<file path="src/rtl/icache.sv">
// Direct-mapped, read-only instruction cache with flip-flop storage.
// Hits return in the request cycle; a miss latches its address and fills one word from memory.

module icache #(
    parameter int          SETS    = 16,
    parameter logic [31:0] PC_INIT = 32'h0
) (
    input  logic        CLK,
    input  logic        nRST,
    input  logic        imemREN,
    input  logic [31:0] imemaddr,
    output logic        ihit,
    output logic [31:0] imemload,
    input  logic        halt,
    output logic        iREN,
    output logic [31:0] iaddr,
    input  logic        iwait,
    input  logic [31:0] iload
);

    localparam int IDX_W = $clog2(SETS);
    localparam int TAG_W = 30 - IDX_W;

    localparam logic COMPARE = 1'b0;
    localparam logic FILL    = 1'b1;

    logic              state;
    logic              nextstate;
    logic [31:0]       filladdr;

    logic [SETS-1:0]   valid;
    logic [TAG_W-1:0]  tags [SETS];
    logic [31:0]       data [SETS];

    logic [IDX_W-1:0]  reqidx;
    logic [TAG_W-1:0]  reqtag;
    logic [IDX_W-1:0]  fillidx;
    logic [TAG_W-1:0]  filltag;

    logic              tagmatch;
    logic              miss;
    logic              fillwrite;

    // Byte offset and the build-uniformity parameter carry no logic.
    logic              unused_ok;
    assign unused_ok = ^{imemaddr[1:0], PC_INIT};

    assign reqidx  = imemaddr[IDX_W+1:2];
    assign reqtag  = imemaddr[31:IDX_W+2];
    assign fillidx = filladdr[IDX_W+1:2];
    assign filltag = filladdr[31:IDX_W+2];

    assign tagmatch  = valid[reqidx] && (tags[reqidx] == reqtag);
    assign miss      = (state == COMPARE) && imemREN && !tagmatch && !halt;
    assign fillwrite = (state == FILL) && !iwait;

    assign ihit     = (state == COMPARE) && imemREN && tagmatch;
    assign imemload = ihit ? data[reqidx] : 32'h0;
    assign iREN     = (state == FILL);
    assign iaddr    = (state == FILL) ? filladdr : 32'h0;

    always_comb begin
        nextstate = state;
        case (state)
            COMPARE: if (miss)      nextstate = FILL;
            FILL:    if (fillwrite) nextstate = COMPARE;
            default:                nextstate = COMPARE;
        endcase
    end

    // Control state and valid bits; reset abandons any fill in flight.
    always_ff @(posedge CLK or negedge nRST) begin
        if (!nRST) begin
            state    <= COMPARE;
            filladdr <= 32'h0;
            valid    <= '0;
        end else begin
            state <= nextstate;
            if (miss)
                filladdr <= imemaddr;
            if (fillwrite)
                valid[fillidx] <= 1'b1;
        end
    end

    // Tag and data arrays are masked by valid, so they need no reset.
    always_ff @(posedge CLK) begin
        if (fillwrite) begin
            tags[fillidx] <= filltag;
            data[fillidx] <= iload;
        end
    end

endmodule

</file>
<file path="config.mk">
export PLATFORM = sky130hd
export DESIGN_NAME = icache
export DESIGN_NICKNAME = d
export VERILOG_FILES = /design/src/rtl/icache.sv
export SDC_FILE = /design/constraint.sdc
export NUM_CORES = 1
export LEC_CHECK = 0
export BUFFER_PORTS_ARGS = -buffer_cell sky130_fd_sc_hd__buf_2
export CELL_PAD_IN_SITES_DETAIL_PLACEMENT = 0
export CELL_PAD_IN_SITES_GLOBAL_PLACEMENT = 1
export CORE_MARGIN = 2
export CORE_UTILIZATION = 30
export CTS_CLUSTER_DIAMETER = 120
export DETAILED_ROUTE_END_ITERATION = 10
export PLACE_DENSITY_LB_ADDON = 0.1
export SYNTH_ARGS = -nofsm -noshare
export SYNTH_HDL_FRONTEND = slang
export SYNTH_SLANG_ARGS = --single-unit
</file>
<file path="constraint.sdc">
create_clock -name CLK -period 4.9 [get_ports CLK]
set_input_delay 0.245 -clock CLK [delete_from_list [all_inputs] [get_ports CLK]]
set_output_delay 0.245 -clock CLK [all_outputs]
set_load 0.02 [all_outputs]
</file>
=== Yosys cells after proc, flatten, opt, wreduce, memory -nomap -nowiden ===
Memory sizes are Yosys's and may differ from the RTL's.
Cells that the tools add are included.
Widths: inputs -> output; s select.

* RAM bits: 928
* Output and inout bits: 66
* Bits in registers: 49
* Memories kept: 2
* Word-level logic and storage cells: 32
* Bits of input ports: 69

* Equal/unequal tests: 1
* Bitwise gates (word level): 2
* Reductions and logical operators: 10
* Magnitude comparators: 3
* Mux-type cells: 11

{| class="wikitable"
|+ Memory list
! memory !! depth !! width !! read ports !! clocked after Yosys merged registers in !! wr ports !! line !! RTL
|-
| data || 16 || 32 || 1 || 0 || 1 || 33 || <nowiki>logic [31:0] data [SETS];</nowiki>
|-
| tags || 16 || 26 || 1 || 0 || 1 || 32 || <nowiki>logic [TAG_W-1:0] tags [SETS];</nowiki>
|}

{| class="wikitable"
|+ Operators with widths
! kind !! number
|-
| $mux 32 || 2
|-
| $eq 26x26->1 || 1
|-
| $or 16x16->16 || 1
|-
| $lt 4x5->1 const B || 2
|-
| $logic_and 1x1->1 || 7
|-
| $mux 1 || 6
|-
| $bmux 1 s4 || 1
|-
| $demux 1 s4 || 1
|-
| $ge 4x1->1 const B || 1
|-
| $logic_not 1->1 || 3
|-
| $pmux 1 s2 || 1
|-
| $not 1->1 || 1
|}

=== Logic depth before layout (Yosys ltp) ===
* Word-level depth: 8
* Gate-level depth with buffers: 13
* Gate-level depth less buffers: 8

=== Worst setup path before layout ===
No wires, ideal clock.

* Kind: register to register
* From: register state, in the netlist iREN
* To: register valid[0]
* Library setup time: 89 ps
* Clock period less this slack: 5571 ps
* Path slack: -671 ps
* Cell stages (with the launch flop): 5
* Required time: 4811 ps
* Path buffers: 0
* Arrival: 5481 ps
* Cell sequence: dfrtp_1 -> nand2b_1 -> or3_1 -> nor3_1 -> or2_2

* Cells in the longest elaborated chain, start to end: 1

{| class="wikitable"
|+ RTL lines
! what !! line !! RTL
|-
| from (decl) || 27 || <nowiki>logic state;</nowiki>
|-
| from (signal assigned) || 78 || <nowiki>state <= nextstate;</nowiki>
|-
| $logic_and 1x1->1 || 55 || <nowiki>assign fillwrite = (state == FILL) && !iwait;</nowiki>
|-
| to (signal assigned) || 76 || <nowiki>valid <= '0;</nowiki>
|-
| to (signal, indexed assignment) || 82 || <nowiki>valid[fillidx] <= 1'b1;</nowiki>
|-
| to (decl) || 31 || <nowiki>logic [SETS-1:0] valid;</nowiki>
|}

Every way passes these cells.
A chain may end at the register's enable or synchronous reset.

=== Final worst setup path ===
* From: input port imemaddr[4]
* To: output port imemload[3]

* Cells in the longest elaborated chain, start to end: 5
* Elaborated cells on any way between the ends: 8
* Classes of those cells: 1 x eq/ne; 3 x mux; 2 x reduce/logical; 2 x memory

{| class="wikitable"
|+ RTL lines
! what !! line !! RTL
|-
| from (decl) || 11 || <nowiki>input logic [31:0] imemaddr,</nowiki>
|-
| $mem_v2 16x26 / $bmux 1 s4 (equally long branches) || - ||
|-
| $eq 26x26->1 / $mux 1 (equally long branches) || 53 || <nowiki>assign tagmatch = valid[reqidx] && (tags[reqidx] == reqtag);</nowiki>
|-
| $logic_and 1x1->1 || 53 ||
|-
| $logic_and 1x1->1 || 57 || <nowiki>assign ihit = (state == COMPARE) && imemREN && tagmatch;</nowiki>
|-
| $mux 32 * || 58 || <nowiki>assign imemload = ihit ? data[reqidx] : 32'h0;</nowiki>
|-
| to (decl) || 13 || <nowiki>output logic [31:0] imemload,</nowiki>
|}

Mark *: on every way between the ends. The rest lies on a longest branch, timed or not. The select of a mux whose other input is x is not followed.

==> flow_summary.json <==
{
  "synth_warnings": 0,
  "p_leak_nw": 14.9,
  "core_area_sq_um": 126000,
  "syn_avg_cell_area_sq_um": 22.8,
  "cts_setup_buffers": 0,
  "swShare_pct": 22.3,
  "numCtsBuffers": 110,
  "yosys.area.top_type_share_pct": 73.0,
  "cp_max_fo": 62,
  "wl_met1_um": 47900,
  "cts_num_sinks": 977,
  "cts.repair.resized": 0,
  "area_growth_pct": 19.8,
  "power_switching_mw": 4.41,
  "io_buffers": 134,
  "pwr-share-clk_pct": 43.2,
  "maxCapViolations": 0,
  "synth_flop_cell": "edfxtp_1",
  "finalCriticalPeriod_ps": 4180,
  "worst_ir_drop_vdd_v": 0.000342,
  "chipWidth_um": 361,
  "worstPathArrival_ps": 3940,
  "cts-root-buf": "clkbuf_16",
  "initial_utilization_pct": 30.3,
  "postPlaceCellArea_sq_um": 41300,
  "setup_ws_ps": 718,
  "outcome": "finished, final reports clean",
  "synth_edf_count": 928,
  "rsz0062_at_grt": "no",
  "finalPower_mw": 19.8,
  "worstMarginPinSlew_ps": 1290,
  "critPathKind": "input pin to output pin",
  "post_drt_wl_per_cell_um": 28.5,
  "fill_cells": 11632,
  "seqPwrFrac_pct": 50.1,
  "critical-path-max-stage-delay_ps": 520,
  "cts_buffer_depth": 3,
  "placementRows": 130,
  "fin_tns_setup_ps": 0,
  "dp_hpwl_um": 58300,
  "wl_met3_um": 3580,
  "slew_headroom_pct": 13.8,
  "cp_data_required_time_ps": 4660,
  "seq_area_sq_um": 29100,
  "cts.clk_slew.worst_paths_ps": 50,
  "antenna_left": 0,
  "synth_fp_nets": 1746,
  "p_per_area_nw_per_um2": 432,
  "drt_iter0_drc": 1395,
  "antenna_found_initial": 6,
  "synth.most_common_cell": "edfxtp_1",
  "topRoutingLayerUsed": "met5",
  "cts_hold_buf": 62,
  "place.gp.congestion": 0.713,
  "die_h_um": 361,
  "fmax_mhz": 239,
  "drc": 0,
  "multi_input_area_sq_um": 8730,
  "ios": 135,
  "yosysTopAreaCell": "edfxtp_1",
  "synth_area_leaders": "edfxtp_1 (73%), mux4_2 (15%), dfrtp_1 (3.2%)",
  "min_period_over_period_pct": 85.3,
  "drt-vias-per-instance": 4.90,
  "synthArstFlopShare_pct": 5.02,
  "seq_area_frac_synth_pct": 76.2,
  "dieArea_sq_um": 130000,
  "p_int_mw": 15.4,
  "setup_violations": 0,
  "critical_path.slowest_cell": "xnor2_1",
  "stdcell_count": 3712,
  "ys_seq_elements": 977,
  "grt_pass1_vias": 19598,
  "grt_use_total_pct": 16.3,
  "num_vias": 18171,
  "setup.worst_path.start_class": "input pin",
  "synth_area_sq_um": 38200,
  "grt_max_degree": 86,
  "crit_path_end_kind": "output pin",
  "synth_cell_type_count": 60,
  "fin_nets": 2035,
  "wl_met2_um": 52300,
  "fin_area_sq_um": 45700,
  "cp_common_cell": "buf_4",
  "combinationalPowerShare_pct": 6.7,
  "hold_class": "input pin to register",
  "skew_ps": 26.1,
  "grt.overflow.total": 0,
  "firstDrtPassIters": 5,
  "grt_pass1_wl_um": 150000,
  "dp_cells": 3442,
  "hold_viol": 0,
  "htreeDepth": 3,
  "drv_slew": 0,
  "synth_commonest_cells": "edfxtp_1 (928), mux4_2 (261), and2_1 (66), dfrtp_1 (49), mux2i_1 (45)",
  "finalWirelength_um": 106000,
  "worst_skew_pair.late_latency_ps": 700,
  "crit_chain": "buf_8 -> buf_4 -> buf_4 -> mux4_2 -> a22oi_1 -> nand3_1 -> xnor2_1 -> nand4_1 -> nor4_4 -> buf_12 -> and2_1 -> buf_2",
  "syn_inst": 1677,
  "cts_tree": "yes",
  "layout-drive-gt1-share_pct": 33.9,
  "pre_cts_slack_ps": 600
}
## path summary, 6_finish.rpt
check                      cells past startpoint         from      endpoint  slack [ps]
max                                           12  imemaddr[4]   imemload[3]         720
min                                            4         halt          iREN         200
max reg2reg                                    9  tags[5][21]  filladdr[29]        1560
min reg2reg                                    1     valid[6]      valid[6]         460
max in group asynchronous                      3         nRST          iREN        3950
min in group asynchronous                      3         nRST   filladdr[9]         330
## cell families (layout without fill, tap and decap cells)
logic type,count (synthesis),in the layout,synth area share [%]
xor+xnor,27,27,0.619
compound gates,48,48,1.05
simple gates,195,195,2.92
mux,340,340,17.9
buf+inv,90,471,1.32
other cells,0,4,0
flops,977,977,76.2
## state kept, by name (all words and copies together), names as in the netlist
| name | cells |
|---|---|
| data | 512 |
| tags | 416 |
| filladdr | 32 |
| valid | 16 |
| iREN | 1 |
## final cells by class
class                           count  share of cell area (%)
Sequential cell                   977                    63.6
Multi-Input combinational cell    610                    19.1
Clock buffer                      142                    6.41
Tap cell                         1650                    4.51
Timing Repair Buffer              261                    4.39
Clock inverter                     62                    1.89
Inverter                            6                  0.0547
Antenna cell                        4                  0.0219
## layout by cell type (no fill, tap or decap), drive strengths merged, types with 22 or more instances in the layout
master and count:
mux2i 45, nor2 22, clkbuf 142, mux2 33
mux4 262, dfrtp 49, buf 199, dlygate4sd3 62
edfxtp 928, clkinv 36, and2 66
## critical path: cells and delay by family
family | cells | cell delay (ps)
AOI/OAI and AO/OA | 1 | 180
and+or+nand+nor | 4 | 1040
muxes | 1 | 350
xor gates and xnor gates | 1 | 520
buffers and inverters | 5 | 1490
## metal layers
metal  up-vias  track usage (%)
li1       7640                -
met1     10012             22.4
met2       365             27.3
met3       148             2.52
met4         6             3.80
met5         -                0
## power by group through the flow
stage	Combinational (mW)	Clock [mW]	Sequential, mW
floorplan	0.809	0	9.94
global placement	1.32	0	10.1
detailed placement	1.33	0	10.1
CTS	1.37	8.79	9.91
global route	1.43	9.11	9.95
finish	1.33	8.55	9.90
## through the flow
step / hold slack, ps / utilization, %
after CTS: 137 / 36.3
after detailed placement: 448 / 32.8
after global routing: 176 / 36.3
after global placement: 447 / 32.8
final: 198 / 36.3
after floorplan: -50.6 / -
Note: power is estimated with default switching activity, not from simulation.
